$ cat src/rtl/shift_arbiter.sv
// shift_arbiter
//
// Shares one external combinational barrel shifter between two requesters:
// port 0 is the ALU operand-2 path, port 1 is the load/store address-offset
// path. Requests are arbitrated round-robin. The winner's operands are latched
// onto the shifter inputs, the shifter is given SETTLE_CYCLES edges to settle,
// and its output is then captured and returned with a one-cycle strobe tagged
// with the requester ID.
//
// Handshake: a request transfers on a rising edge where reqN_valid and
// reqN_ready are both high. reqN_ready is combinational, is only ever high in
// IDLE, and is never high for both requesters at once. A requester keeps its
// operands stable while valid is high and ready is low; it may drop valid
// before ready without any transfer. The response has no backpressure: the
// consumer must take rsp_* in the single cycle rsp_valid is high.
//
// Parameters:
//   SETTLE_CYCLES  edges spent in WAIT before sampling the shifter (0 acts as 1)
//   CNT_W          width of the grant counters (statistics build only)
//
// Ports:
//   clk, rst                 clock (rising edge), synchronous active-high reset
//   req0_* / req1_*          valid, ready, data[31:0], num[7:0], op[2:0], cin
//   sh_data/num/op/cin       registered operands driven to the shifter
//   sh_out, sh_cout          shifter result and carry-out
//   rsp_valid                one-cycle result strobe
//   rsp_id                   requester that owns the result
//   rsp_data, rsp_cout       captured shifter result and carry-out
//   dbg_state                current FSM state (0 IDLE, 1 WAIT, 2 RESP)
//   gnt0_cnt, gnt1_cnt       saturating accept counters, present only when
//                            SHIFT_ARB_STATS_EN is defined

module shift_arbiter #(
  parameter int SETTLE_CYCLES = 1,
  parameter int CNT_W         = 16
) (
  input  logic             clk,
  input  logic             rst,
  input  logic             req0_valid,
  output logic             req0_ready,
  input  logic [31:0]      req0_data,
  input  logic [7:0]       req0_num,
  input  logic [2:0]       req0_op,
  input  logic             req0_cin,
  input  logic             req1_valid,
  output logic             req1_ready,
  input  logic [31:0]      req1_data,
  input  logic [7:0]       req1_num,
  input  logic [2:0]       req1_op,
  input  logic             req1_cin,
  output logic [31:0]      sh_data,
  output logic [7:0]       sh_num,
  output logic [2:0]       sh_op,
  output logic             sh_cin,
  input  logic [31:0]      sh_out,
  input  logic             sh_cout,
  output logic             rsp_valid,
  output logic             rsp_id,
  output logic [31:0]      rsp_data,
  output logic             rsp_cout,
  output logic [1:0]       dbg_state
`ifdef SHIFT_ARB_STATS_EN
  ,
  output logic [CNT_W-1:0] gnt0_cnt,
  output logic [CNT_W-1:0] gnt1_cnt
`endif
);

  // A settle time of zero would sample the shifter in the same edge that
  // drives it, so it is promoted to one.
  localparam int SETTLE_EFF = (SETTLE_CYCLES < 1) ? 1 : SETTLE_CYCLES;
  localparam int SW         = $clog2(SETTLE_EFF + 1);

  typedef enum logic [1:0] {
    ST_IDLE = 2'd0,
    ST_WAIT = 2'd1,
    ST_RESP = 2'd2
  } state_t;

  state_t        state;
  state_t        state_nxt;
  logic          rr_ptr;
  logic [SW-1:0] settle_cnt;
  logic          grant;
  logic          accept;

  // Winner: a lone valid requester wins outright; on contention rr_ptr decides.
  always_comb begin
    grant = 1'b0;
    if (req0_valid && req1_valid) begin
      grant = rr_ptr;
    end else if (req1_valid) begin
      grant = 1'b1;
    end
  end

  assign req0_ready = (state == ST_IDLE) && req0_valid && !grant;
  assign req1_ready = (state == ST_IDLE) && req1_valid && grant;
  assign accept     = req0_ready || req1_ready;
  assign dbg_state  = state;

  always_comb begin
    state_nxt = state;
    case (state)
      ST_IDLE: if (accept) state_nxt = ST_WAIT;
      ST_WAIT: if (settle_cnt == '0) state_nxt = ST_RESP;
      ST_RESP: state_nxt = ST_IDLE;
      default: state_nxt = ST_IDLE;
    endcase
  end

  always_ff @(posedge clk) begin
    if (rst) begin
      state      <= ST_IDLE;
      rr_ptr     <= 1'b0;
      settle_cnt <= '0;
      sh_data    <= '0;
      sh_num     <= '0;
      sh_op      <= '0;
      sh_cin     <= 1'b0;
      rsp_valid  <= 1'b0;
      rsp_id     <= 1'b0;
      rsp_data   <= '0;
      rsp_cout   <= 1'b0;
    end else begin
      state     <= state_nxt;
      // The strobe is only raised by the WAIT->RESP edge below, so it is
      // low again on the edge that leaves RESP.
      rsp_valid <= 1'b0;
      case (state)
        ST_IDLE: begin
          if (accept) begin
            sh_data    <= grant ? req1_data : req0_data;
            sh_num     <= grant ? req1_num  : req0_num;
            sh_op      <= grant ? req1_op   : req0_op;
            sh_cin     <= grant ? req1_cin  : req0_cin;
            rsp_id     <= grant;
            rr_ptr     <= ~grant;
            settle_cnt <= SW'(SETTLE_EFF - 1);
          end
        end
        ST_WAIT: begin
          if (settle_cnt == '0) begin
            rsp_data  <= sh_out;
            rsp_cout  <= sh_cout;
            rsp_valid <= 1'b1;
          end else begin
            settle_cnt <= settle_cnt - 1'b1;
          end
        end
        default: ;
      endcase
    end
  end

`ifdef SHIFT_ARB_STATS_EN
  // Accept counters stick at all-ones instead of wrapping.
  always_ff @(posedge clk) begin
    if (rst) begin
      gnt0_cnt <= '0;
      gnt1_cnt <= '0;
    end else begin
      if (req0_ready && (gnt0_cnt != '1)) gnt0_cnt <= gnt0_cnt + 1'b1;
      if (req1_ready && (gnt1_cnt != '1)) gnt1_cnt <= gnt1_cnt + 1'b1;
    end
  end
`else
  // CNT_W only sizes the counters; keep it referenced in the plain build.
  logic [CNT_W-1:0] unused_cnt_w;
  assign unused_cnt_w = '0;
`endif

endmodule

$ cat config.mk
export PLATFORM = sky130hd
export DESIGN_NAME = shift_arbiter
export DESIGN_NICKNAME = d
export VERILOG_FILES = /design/src/rtl/shift_arbiter.sv
export SDC_FILE = /design/constraint.sdc
export NUM_CORES = 1
export LEC_CHECK = 0
export ABC_AREA = 0
export CORE_UTILIZATION = 38
export CTS_BUF_LIST = sky130_fd_sc_hd__clkbuf_4 sky130_fd_sc_hd__clkbuf_8
export CTS_CLUSTER_SIZE = 30
export DETAILED_ROUTE_END_ITERATION = 12
export PLACE_DENSITY_LB_ADDON = 0.2
export RECOVER_POWER = 100
export SLEW_MARGIN = 20
export SYNTH_ARGS = -nofsm -noshare
export SYNTH_HDL_FRONTEND = slang
export SYNTH_SLANG_ARGS = --single-unit
$ cat constraint.sdc
create_clock -name clk -period 1.5 [get_ports clk]
set_clock_uncertainty 0.1 [all_clocks]
set_input_delay 0.3 -clock clk [delete_from_list [all_inputs] [get_ports clk]]
set_output_delay 0.3 -clock clk [all_outputs]
set_load 0.05 [all_outputs]
==> results.json <==
{
  "status": "complete, but fails checks",
  "failed_checks": "negative setup slack",
  "final_area_um2": 6804,
  "grt_pass1_vias": 4029,
  "hold_ws_ps": 322.2,
  "fp.dieH_um": 96.69,
  "synthSimpleGateAreaFrac": 0.2369,
  "synth_xor_area_frac": 0,
  "first_pass_iters": 5,
  "placed_cell_area_um2": 6351,
  "clock_latency_ps": 330,
  "rows": 34,
  "post_drt_wl_per_cell_um": 18.14,
  "synth_area_leaders": "dfxtp_1 (48%), a31oi_1 (8.1%), nand4_1 (8.1%)",
  "slew_headroom": 0.6443,
  "io_buffer_count": 207,
  "ir_worst_vdd_mv": 0.6862,
  "root_buffer": "clkbuf_8",
  "core_um2": 8721,
  "path_cells": "a211oi_4 > and2_4 > buf_12",
  "maxCapViolCount": 0,
  "min_from": "req0_valid",
  "cts_num_sinks": 82,
  "antenna_found_initial": 0,
  "whs_endpoint": "rsp_id$_SDFFE_PP0P_",
  "synth_flop_cell": "dfxtp_1",
  "nNetsFinal": 746,
  "reg2reg_depth": 5,
  "power.density_nw_per_um2": 1035,
  "yosysWarnings": 0,
  "cts_made_buffers": 9,
  "syn_area_per_cell_um2": 8.054,
  "die_w_um": 96.69,
  "n_fill_cell": 598,
  "final_common_cell": "clkdlybuf4s50_1",
  "crit_fanout": 4,
  "ant_nets": 0,
  "critPathLaunchType": "flop",
  "synth_compound_gate_area_share": 0.2057,
  "critPathArrivalTime_ps": 1250,
  "drt_iter0_markers": 244,
  "drive_gt1_frac": 0.2316,
  "initial_core_util": 0.3907,
  "ys_types": 25,
  "min_path_cells": 3,
  "grt_max_degree": 83,
  "clock.fmax_mhz": 607.7,
  "worst-path-buf-inv": 1,
  "cp_top_family": "flip-flops",
  "crit_slowest_cell": "dfxtp_4",
  "drc": 0,
  "hold_path_class": "in -> reg",
  "setup_viol": 2,
  "leakage_uw": 0.002504,
  "fin_crit_sh": 1.097,
  "grt_use_total": 0.2694,
  "muxShareOfSynthArea": 0,
  "hold_viol": 0,
  "drv_slew": 0,
  "synth_area_um2": 3407,
  "path_clk_slew_ps": 80,
  "drt_wl_total_mm": 13.32,
  "path_class": "reg -> out",
  "vias": 4072,
  "r2r-end": "sh_data[7]$_SDFFE_PP0P_",
  "fp.dieArea_um2": 9349,
  "dp.final_hpwl_mm": 8.997,
  "htreeDepth": 3,
  "synth_top_cell_by_area": "dfxtp_1",
  "grt_setup_unrepaired": "yes",
  "tightest_slew_ps": 527.9,
  "synthArstFlopShare": 0,
  "place.gp.congestion": 0.7912,
  "seq_area_frac_synth": 0.4818,
  "clk_path_buf_depth": 2,
  "slowest_delay_ps": 370,
  "r2r_start": "dbg_state[1]$_SDFFE_PP0P_",
  "netlist_instances": 423,
  "areaGrowthSynthToFinish_pct": 99.71,
  "via_per_inst": 5.548,
  "n_antenna_cell": 0,
  "cp.required_ps": 1100,
  "grt_overflow_total": 0,
  "finalWorstSetupSlack_ps": -145.7,
  "syn-num-nets": 548,
  "rrSetupSlack_ps": 30,
  "grt_pass1_wl_mm": 20.44,
  "final_cell_mix": "clkdlybuf4s50_1 (121), buf_12 (87), dfxtp_1 (79)",
  "synth_top_cell_area_share": 0.4818,
  "endpoint_kind": "primary output",
  "synth_top_family_by_area": "simple AND/OR/NAND/NOR gates",
  "ios": 208,
  "min_period_ps": 1646,
  "ys_seq_elements": 82,
  "cts_tree": "yes",
  "synth-edff-count": 0,
  "final_util": 0.7802,
  "synth_fa_ha_area_frac": 0
}
==> sequential cells by signal, summed over array words and instances (netlist names) <==
name / flops
rsp_data: 32
rsp_cout: 1
sh_cin: 1
dbg_state: 2
rsp_valid: 1
sh_num: 8
sh_data: 32
rr_ptr: 1
sh_op: 3
rsp_id: 1
==> worst max-delay path by stage <==
stage | end | depth (start not counted) | slack [ps] | from
after CTS | req0_ready | 3 | -160 | dbg_state[0]$_SDFFE_PP0P_
after floorplan | req0_ready | 2 | -40 | dbg_state[1]$_SDFFE_PP0P_
after global routing | req0_ready | 3 | -200 | dbg_state[1]$_SDFFE_PP0P_
after detailed placement | sh_data[16]$_SDFFE_PP0P_ | 5 | 0.9 | req1_valid
final | req0_ready | 3 | -150 | dbg_state[1]$_SDFFE_PP0P_
after global placement | sh_data[14]$_SDFFE_PP0P_ | 5 | 70 | req1_valid
==> worst reg2reg max path: cells and delay by family (launching register included) <==
family / cells / cell delay (ps)
AO/OA/AOI/OAI: 2 / 280
AND/OR/NAND/NOR: 1 / 270
buffers and inverters: 2 / 330
flip-flops: 1 / 370
==> what timing repair did <==
action | in CTS | in global routing
endpoints found under the setup margin | 2 | 43
cloned | 0 | 2
hold buffers | 0 | 0
buffers inserted | 6 | 3
resized for setup | 19 | 39
pin swaps | 4 | 4
==> metrics by stage <==
stage | worst slack [ps] | power, µW | TNS (ps) | std cells
6_report | -145.7 | 7040 | -219.7 | 734
5_1_grt | -202.5 | 7296 | -348.5 | 734
4_1_cts | -163.7 | 6934 | -256.1 | 730
3_5_place_dp | 0.8994 | 4953 | 0 | 708
3_3_place_gp | 69.01 | 4908 | 0 | 708
2_1_floorplan | -36.41 | 3653 | -36.41 | 423
==> layout make-up <==
class                   count  area [µm²]  area share
flip-flops and latches     82        1653      0.2429
multi-input cells         290        1545      0.2271
clock buffers              10       131.4     0.01931
repair buffers            236        3217      0.4728
inverters                   2       7.507    0.001103
clock inverters             6       115.1     0.01692
well taps                 108       135.1     0.01986
==> routing by layer <==
metal / share of wire / vias to the layer above / routed length [µm] / track usage
met4: 0.016 / 0 / 210 / 0.08840
met5: 0 / - / 0 / 0
met2: 0.52 / 186 / 6934 / 0.4767
met3: 0.071 / 15 / 942 / 0.06864
li1: - / 1930 / - / -
met1: 0.39 / 1941 / 5229 / 0.3160
==> Yosys cell counts, types with 2 or more instances <==
cell       n
a211oi_1   2
buf_1      2
nor2_1     3
nand2_1   66
clkbuf_1  16
buf_2     21
clkbuf_2   5
buf_6      4
a31oi_1   44
o21ai_0   38
o21ai_1    7
inv_1      2
a21oi_1   33
nand4_1   44
nor2_2     2
dfxtp_1   82
nand3_1   44
==> cells by family after synthesis <==
family	Yosys count
buffers and inverters	51
DFF	82
AOI/OAI and AO/OA	125
and+or+nand+nor	165
==> report_power, final <==
group / internal [µW] / total (µW) / switching, µW
Combinational: 1260 / 2540 / 1280
Sequential: 2350 / 2540 / 188
Clock: 1130 / 1960 / 829
(Power assumes the default switching activity.)
